`src/rtl/mem_pkg.sv`:
```
// Shared definitions for the data RAM port arbiter.
// Op codes, state encoding and RAM address width.
package mem_pkg;

  localparam int MEM_AW = 15;

  localparam logic [1:0] OP_READ = 2'd0;
  localparam logic [1:0] OP_WB   = 2'd1;
  localparam logic [1:0] OP_WH   = 2'd2;
  localparam logic [1:0] OP_WW   = 2'd3;

  typedef enum logic {
    ST_IDLE   = 1'b0,
    ST_ACCESS = 1'b1
  } state_e;

endpackage

```
`src/rtl/mem_port_arbiter_rr_arb2.sv`:
```
// Two-input round-robin picker with optional lock holder.
// Purely combinational; output grant is one-hot or zero.
module rr_arb2
  import mem_pkg::*;
(
  input  logic [1:0] req_i,
  input  logic       last_i,
  input  logic       lock_vld_i,
  input  logic       lock_id_i,
  output logic [1:0] gnt_o
);

  // Lock holder first, then the requester that did not win last time.
  always_comb begin
    gnt_o = 2'b00;
    if (lock_vld_i && req_i[lock_id_i]) begin
      gnt_o = lock_id_i ? 2'b10 : 2'b01;
    end else if (req_i == 2'b11) begin
      gnt_o = last_i ? 2'b01 : 2'b10;
    end else begin
      gnt_o = req_i;
    end
  end

endmodule

```
`src/rtl/mem_port_arbiter.sv`:
```
// Two-requester arbiter/sequencer for one port of the data RAM.
// Grant locking is compiled in only when MEM_ARB_LOCK_EN is defined.
module mem_port_arbiter
  import mem_pkg::*;
#(
  parameter int AW = MEM_AW,
  parameter int DW = 32
) (
  input  logic          clk,
  input  logic          rst,
  input  logic          m0_req,
  input  logic [AW-1:0] m0_addr,
  input  logic [1:0]    m0_op,
  input  logic [DW-1:0] m0_wdata,
  input  logic          m0_lock,
  output logic          m0_gnt,
  output logic          m0_done,
  output logic [DW-1:0] m0_rdata,
  input  logic          m1_req,
  input  logic [AW-1:0] m1_addr,
  input  logic [1:0]    m1_op,
  input  logic [DW-1:0] m1_wdata,
  input  logic          m1_lock,
  output logic          m1_gnt,
  output logic          m1_done,
  output logic [DW-1:0] m1_rdata,
  output logic          mem_cs,
  output logic [AW-1:0] mem_addr,
  output logic [1:0]    mem_op,
  output logic [DW-1:0] mem_wdata,
  input  logic [DW-1:0] mem_rdata,
  output logic          busy
);

  state_e        state_q;
  logic          last_q;
  logic          own_q;
  logic          cs_q;
  logic [AW-1:0] addr_q;
  logic [1:0]    op_q;
  logic [DW-1:0] wdata_q;
  logic [1:0]    done_q;
  logic [DW-1:0] rd0_q;
  logic [DW-1:0] rd1_q;

  logic [1:0] req;
  logic [1:0] arb_gnt;
  logic [1:0] gnt;
  logic       win;
  logic       lock_vld;
  logic       lock_id;

  assign req = {m1_req, m0_req};
  assign gnt = (state_q == ST_IDLE && !rst) ? arb_gnt : 2'b00;
  assign win = gnt[1];

`ifdef MEM_ARB_LOCK_EN
  logic lockv_q;
  logic lockid_q;

  // Every grant re-decides the lock from the winner's lock input.
  always_ff @(posedge clk or posedge rst) begin
    if (rst) begin
      lockv_q  <= 1'b0;
      lockid_q <= 1'b0;
    end else if (|gnt) begin
      lockv_q  <= win ? m1_lock : m0_lock;
      lockid_q <= win;
    end
  end

  assign lock_vld = lockv_q;
  assign lock_id  = lockid_q;
`else
  logic unused_lock;
  assign unused_lock = m0_lock ^ m1_lock;
  assign lock_vld    = 1'b0;
  assign lock_id     = 1'b0;
`endif

  rr_arb2 u_arb (
    .req_i      (req),
    .last_i     (last_q),
    .lock_vld_i (lock_vld),
    .lock_id_i  (lock_id),
    .gnt_o      (arb_gnt)
  );

  // IDLE latches the winner; ACCESS drives the RAM for one cycle.
  always_ff @(posedge clk or posedge rst) begin
    if (rst) begin
      state_q <= ST_IDLE;
      last_q  <= 1'b1;
      own_q   <= 1'b0;
      cs_q    <= 1'b0;
      addr_q  <= '0;
      op_q    <= OP_READ;
      wdata_q <= '0;
      done_q  <= 2'b00;
      rd0_q   <= '0;
      rd1_q   <= '0;
    end else begin
      done_q <= 2'b00;
      cs_q   <= 1'b0;
      unique case (state_q)
        ST_IDLE: begin
          if (|gnt) begin
            state_q <= ST_ACCESS;
            cs_q    <= 1'b1;
            own_q   <= win;
            last_q  <= win;
            addr_q  <= win ? m1_addr : m0_addr;
            op_q    <= win ? m1_op : m0_op;
            wdata_q <= win ? m1_wdata : m0_wdata;
          end
        end
        ST_ACCESS: begin
          state_q <= ST_IDLE;
          done_q  <= own_q ? 2'b10 : 2'b01;
          if (op_q == OP_READ) begin
            if (own_q) rd1_q <= mem_rdata;
            else       rd0_q <= mem_rdata;
          end
        end
      endcase
    end
  end

  assign m0_gnt    = gnt[0];
  assign m1_gnt    = gnt[1];
  assign m0_done   = done_q[0];
  assign m1_done   = done_q[1];
  assign m0_rdata  = rd0_q;
  assign m1_rdata  = rd1_q;
  assign mem_cs    = cs_q;
  assign busy      = cs_q;
  assign mem_addr  = addr_q;
  assign mem_op    = op_q;
  assign mem_wdata = wdata_q;

endmodule

```
`config.mk`:
```
export PLATFORM = sky130hd
export DESIGN_NAME = mem_port_arbiter
export DESIGN_NICKNAME = d
export VERILOG_FILES = /design/src/rtl/mem_pkg.sv /design/src/rtl/mem_port_arbiter_rr_arb2.sv /design/src/rtl/mem_port_arbiter.sv
export SDC_FILE = /design/constraint.sdc
export NUM_CORES = 1
export LEC_CHECK = 0
export CORE_MARGIN = 4
export CORE_UTILIZATION = 45
export DETAILED_ROUTE_END_ITERATION = 6
export HOLD_SLACK_MARGIN = 0.03
export PLACE_DENSITY = 0.95
export SLEW_MARGIN = 5
export SYNTH_ARGS = -nofsm -noshare
export SYNTH_HDL_FRONTEND = slang
export SYNTH_SLANG_ARGS = --single-unit
```
`constraint.sdc`:
```
create_clock -name clk -period 10.7 [get_ports clk]
set_input_delay 2.14 -clock clk [delete_from_list [all_inputs] [get_ports clk]]
set_output_delay 2.14 -clock clk [all_outputs]
set_load 0.005 [all_outputs]
```
Yosys cells after proc, flatten, opt, wreduce, memory -nomap -nowiden. Index checks and enable logic that the tools add are counted.

Bits in registers: 119. Input bits: 136. Output and inout bits: 119.

Equality and inequality tests: 1. Muxes and demuxes: 11. Bitwise operators: 2. Reductions and logical operators: 7.

Operator list (number): 32-bit two-way mux (1); 15-bit two-way mux (1); 2-bit two-way mux (6); 3-bit AND reduction (2); 2-bit equality test, second input constant (1); 2-bit zero test (1); 1-bit two-way mux (2); 1-bit NOT (2); 1-bit case mux with 2 select lines (1); 2-bit AND reduction (1); 2-bit OR reduction (1); 1-bit logical AND (1); 1-bit zero test (1).

Longest topological paths before layout.
Depth in word-level cells: 6. Gate-level depth with buffers: 7. Gate-level depth less buffers: 3.

Modules after synthesis. A second synthesis with hierarchy kept.

Cells, all modules: 317. Area total of the unflattened synthesis: 5004.8 um^2.

Modules (own cells, without submodules): mem_port_arbiter (times used 1, cells each 312, area each 4974.8 um^2); rr_arb2 (times used 1, cells each 5, area each 30.0 um^2).

Worst setup path after synthesis. OpenSTA, ideal clock, no wires.

Kind: input to output. Start point: input port rst. End point: output port m1_gnt. Arrival time: 2965 ps. Data required time: 8560 ps. Path slack: 5595 ps. Stages on the path: 5. Cells stage by stage: nor2_1 -> buf_2 -> and3_1 -> buf_2 -> buf_2.

Word-level cells in the longest chain between the ends: 3.

RTL lines: from (decl) (RTL line mem_port_arbiter.sv:10) `input logic rst,`; 1-bit zero test (no source line); 1-bit logical AND (RTL line mem_port_arbiter.sv:54) `assign gnt = (state_q == ST_IDLE && !rst) ? arb_gnt : 2'b00;`; 2-bit two-way mux (RTL line mem_port_arbiter.sv:54); to (decl) (RTL line mem_port_arbiter.sv:24) `output logic m1_gnt,`.

Every way passes these cells.

Final worst setup path. Ends and elaborated chain as after synthesis.

==> impl_metrics.ini <==
[status]
status = finished, final reports clean

[synthesis]
synth.ff_latch_count = 118
synth.largest_area_cell = dfrtp_1
ys_seq_area_share_pct = 53.6
postSynthCellCount = 442
synth.top_cell.area_share_pct = 53.1
synth_edf_count = 0
yosysMostFrequentCell = dfrtp_1
syn_area_um2 = 5510
synth_common_cells = 117 x dfrtp_1, 64 x mux2_1, 51 x inv_1
synth_nets = 578
synthArstFlopShare_pct = 100
yosys_warnings = 0
synthDistinctLibCells = 20
synth.area.top_cells = dfrtp_1 53%, o221ai_2 13%, mux2_1 13%
synth_area_per_cell_um2 = 12.5
synth-main-ff-cell = dfrtp_1

[clocking]
clk_path_buf_depth = 2
clock_latency_ps = 400
cts_made_buffers = 17
clk_pin_slew_worst_paths_ps = 60
cts-resized-gates = 0
post_cts_buffers = 0
cts-htree-levels = 4
clock_sinks = 118
cts_hold_buffers = 0
cts_root_buf = clkbuf_16
tritoncts = built

[detailed_routing]
num_vias = 4649
via_per_inst = 5.58
avgRoutedWirePerCell_um = 20.1
first_pass_iters = 5
ant_nets = 0
drt_iter0_markers = 318
finalWirelength_um = 16700
drc_errors = 0

[die]
placementRows = 40
start_util_pct = 45.9
die_h_um = 119
io_pins = 255
fp.coreArea_um2 = 12000
design.die.area_um2 = 14100
die-width_um = 119

[grt]
grt_pass1_vias = 4851
overflow = 0
grt_max_degree = 99
grt_first_pass_wirelength_um = 26800
antenna_found_initial = 1
grtUsageTotal_pct = 24.1

[timing]
slew_headroom_pct = 36.6
holdWs_ps = 483
hold_viol_final = 0
totalNegativeSetupSlack_ps = 0
fin_crit_ps = 6460
clock.fmax_mhz = 155
worst_pin_slew_ps = 951
setup-violations-final = 0
drv_slew = 0
period_share_pct = 60.4
fin_worst_skew_ps = 7.81
rsz0062_at_grt = false
worst_slack_ps = 4240

[worst_hold_path]
min_path_cells = 1
hold_class = register to register

[place]
dp_cells = 800
place_hpwl_um = 11800
dp_slack_ps = 4240
gp_congestion = 0.781
port_buffers = 252
dpl_cell_area_um2 = 8010

[power_and_ir_drop]
p_per_area_nw_per_um2 = 228
p_leak_uw = 0.00354
ir_drop_mv = 0.0990

[setup_path]
crit_path_start_kind = input port
crit_fanout = 52
endpoint_kind = output pin
critPathKind = input port to output pin
arrival_ps = 4320
r2r_cells = 4
required_ps = 8560

[job]
drv_cap = 0

[finish]
drive_gt1_share_pct = 14.0
layout.cells.non_filler = 833
seq_area_um2 = 2950
n_fill_cell = 767
area_delta_synth_final_pct = 56.9
fin_area_um2 = 8650
final_nets = 808
multi_input_area_um2 = 2100
[layout make-up]
cell class / instances / area share [%]
repair buffers: 260 / 29.8
clock inverters: 13 / 2.26
multi-input cells: 224 / 24.3
well taps: 147 / 2.13
clock buffers: 19 / 5.12
diodes: 1 / 0.0289
inverters: 51 / 2.24
flip-flops and latches: 118 / 34.1
[placed cells by master, fill, tap and decap left out, types with 2 or more instances in the layout]
cell type / synthesis / routed
clkinv_4: 0 / 3
a21o_1: 2 / 2
o221ai_2: 49 / 49
inv_1: 51 / 50
dfrtp_1: 117 / 117
bufinv_16: 0 / 4
mux2_1: 64 / 64
clkinvlp_4: 0 / 3
and3_1: 3 / 2
inv_6: 0 / 3
clkdlybuf4s50_1: 0 / 251
nand4_1: 49 / 49
buf_4: 8 / 8
nand3_1: 50 / 50
clkbuf_16: 0 / 17
[cell families (layout without fill, tap and decap cells)]
group | after synthesis | count (layout) | synth area share [%]
flip-flops | 118 | 118 | 53.6
AO/OA/AOI/OAI | 51 | 51 | 13.6
AND/OR/NAND/NOR | 109 | 109 | 11.1
multiplexers | 64 | 64 | 13.1
other | 0 | 1 | 0
buffers and inverters | 100 | 343 | 8.58
[registers in the layout, indices dropped and copies added, names as in the netlist]
signal	flops
mem_wdata	32
own_q	1
busy	1
last_q	1
m1_rdata	32
m0_rdata	32
mem_addr	15
mem_op	2
done_q	2
[path summary, 6_finish.rpt]
path,startpoint,to,slack (ps)
worst max-delay path,rst,m1_gnt,4240
worst min-delay path,m1_rdata[28],m1_rdata[28],480
worst max register to register,busy,mem_wdata[4],8600
worst min register to register,m1_rdata[28],m1_rdata[28],480
max in group asynchronous,rst,m1_rdata[19],7110
min in group asynchronous,rst,mem_wdata[15],2230
[per-stage QoR]
stage               power [uW]  utilization (%)
floorplan                  917                -
global route              2070             72.0
detailed placement        1370             66.7
global placement          1330             66.7
finish                    1970             72.0
CTS                       1990             72.0
[critical path, stage by stage]
cell and delay [ps]:
clkdlybuf4s50_1 500, nor2_4 170, and3_4 830, clkdlybuf4s50_1 660
[routing by layer]
layer  wire length, um  track usage, %  part of all wire, %
met3              1190            6.75                  7.1
met1              6550            28.9                   39
met5                 0               0                    0
met4               458            9.49                  2.7
met2              8520            41.0                   51
[report_power, final]
group | switching [uW] | internal (uW) | total (uW)
Combinational | 229 | 424 | 653
Clock | 209 | 399 | 608
Sequential | 97.8 | 611 | 708
Note: power is estimated with default switching activity, not from simulation.
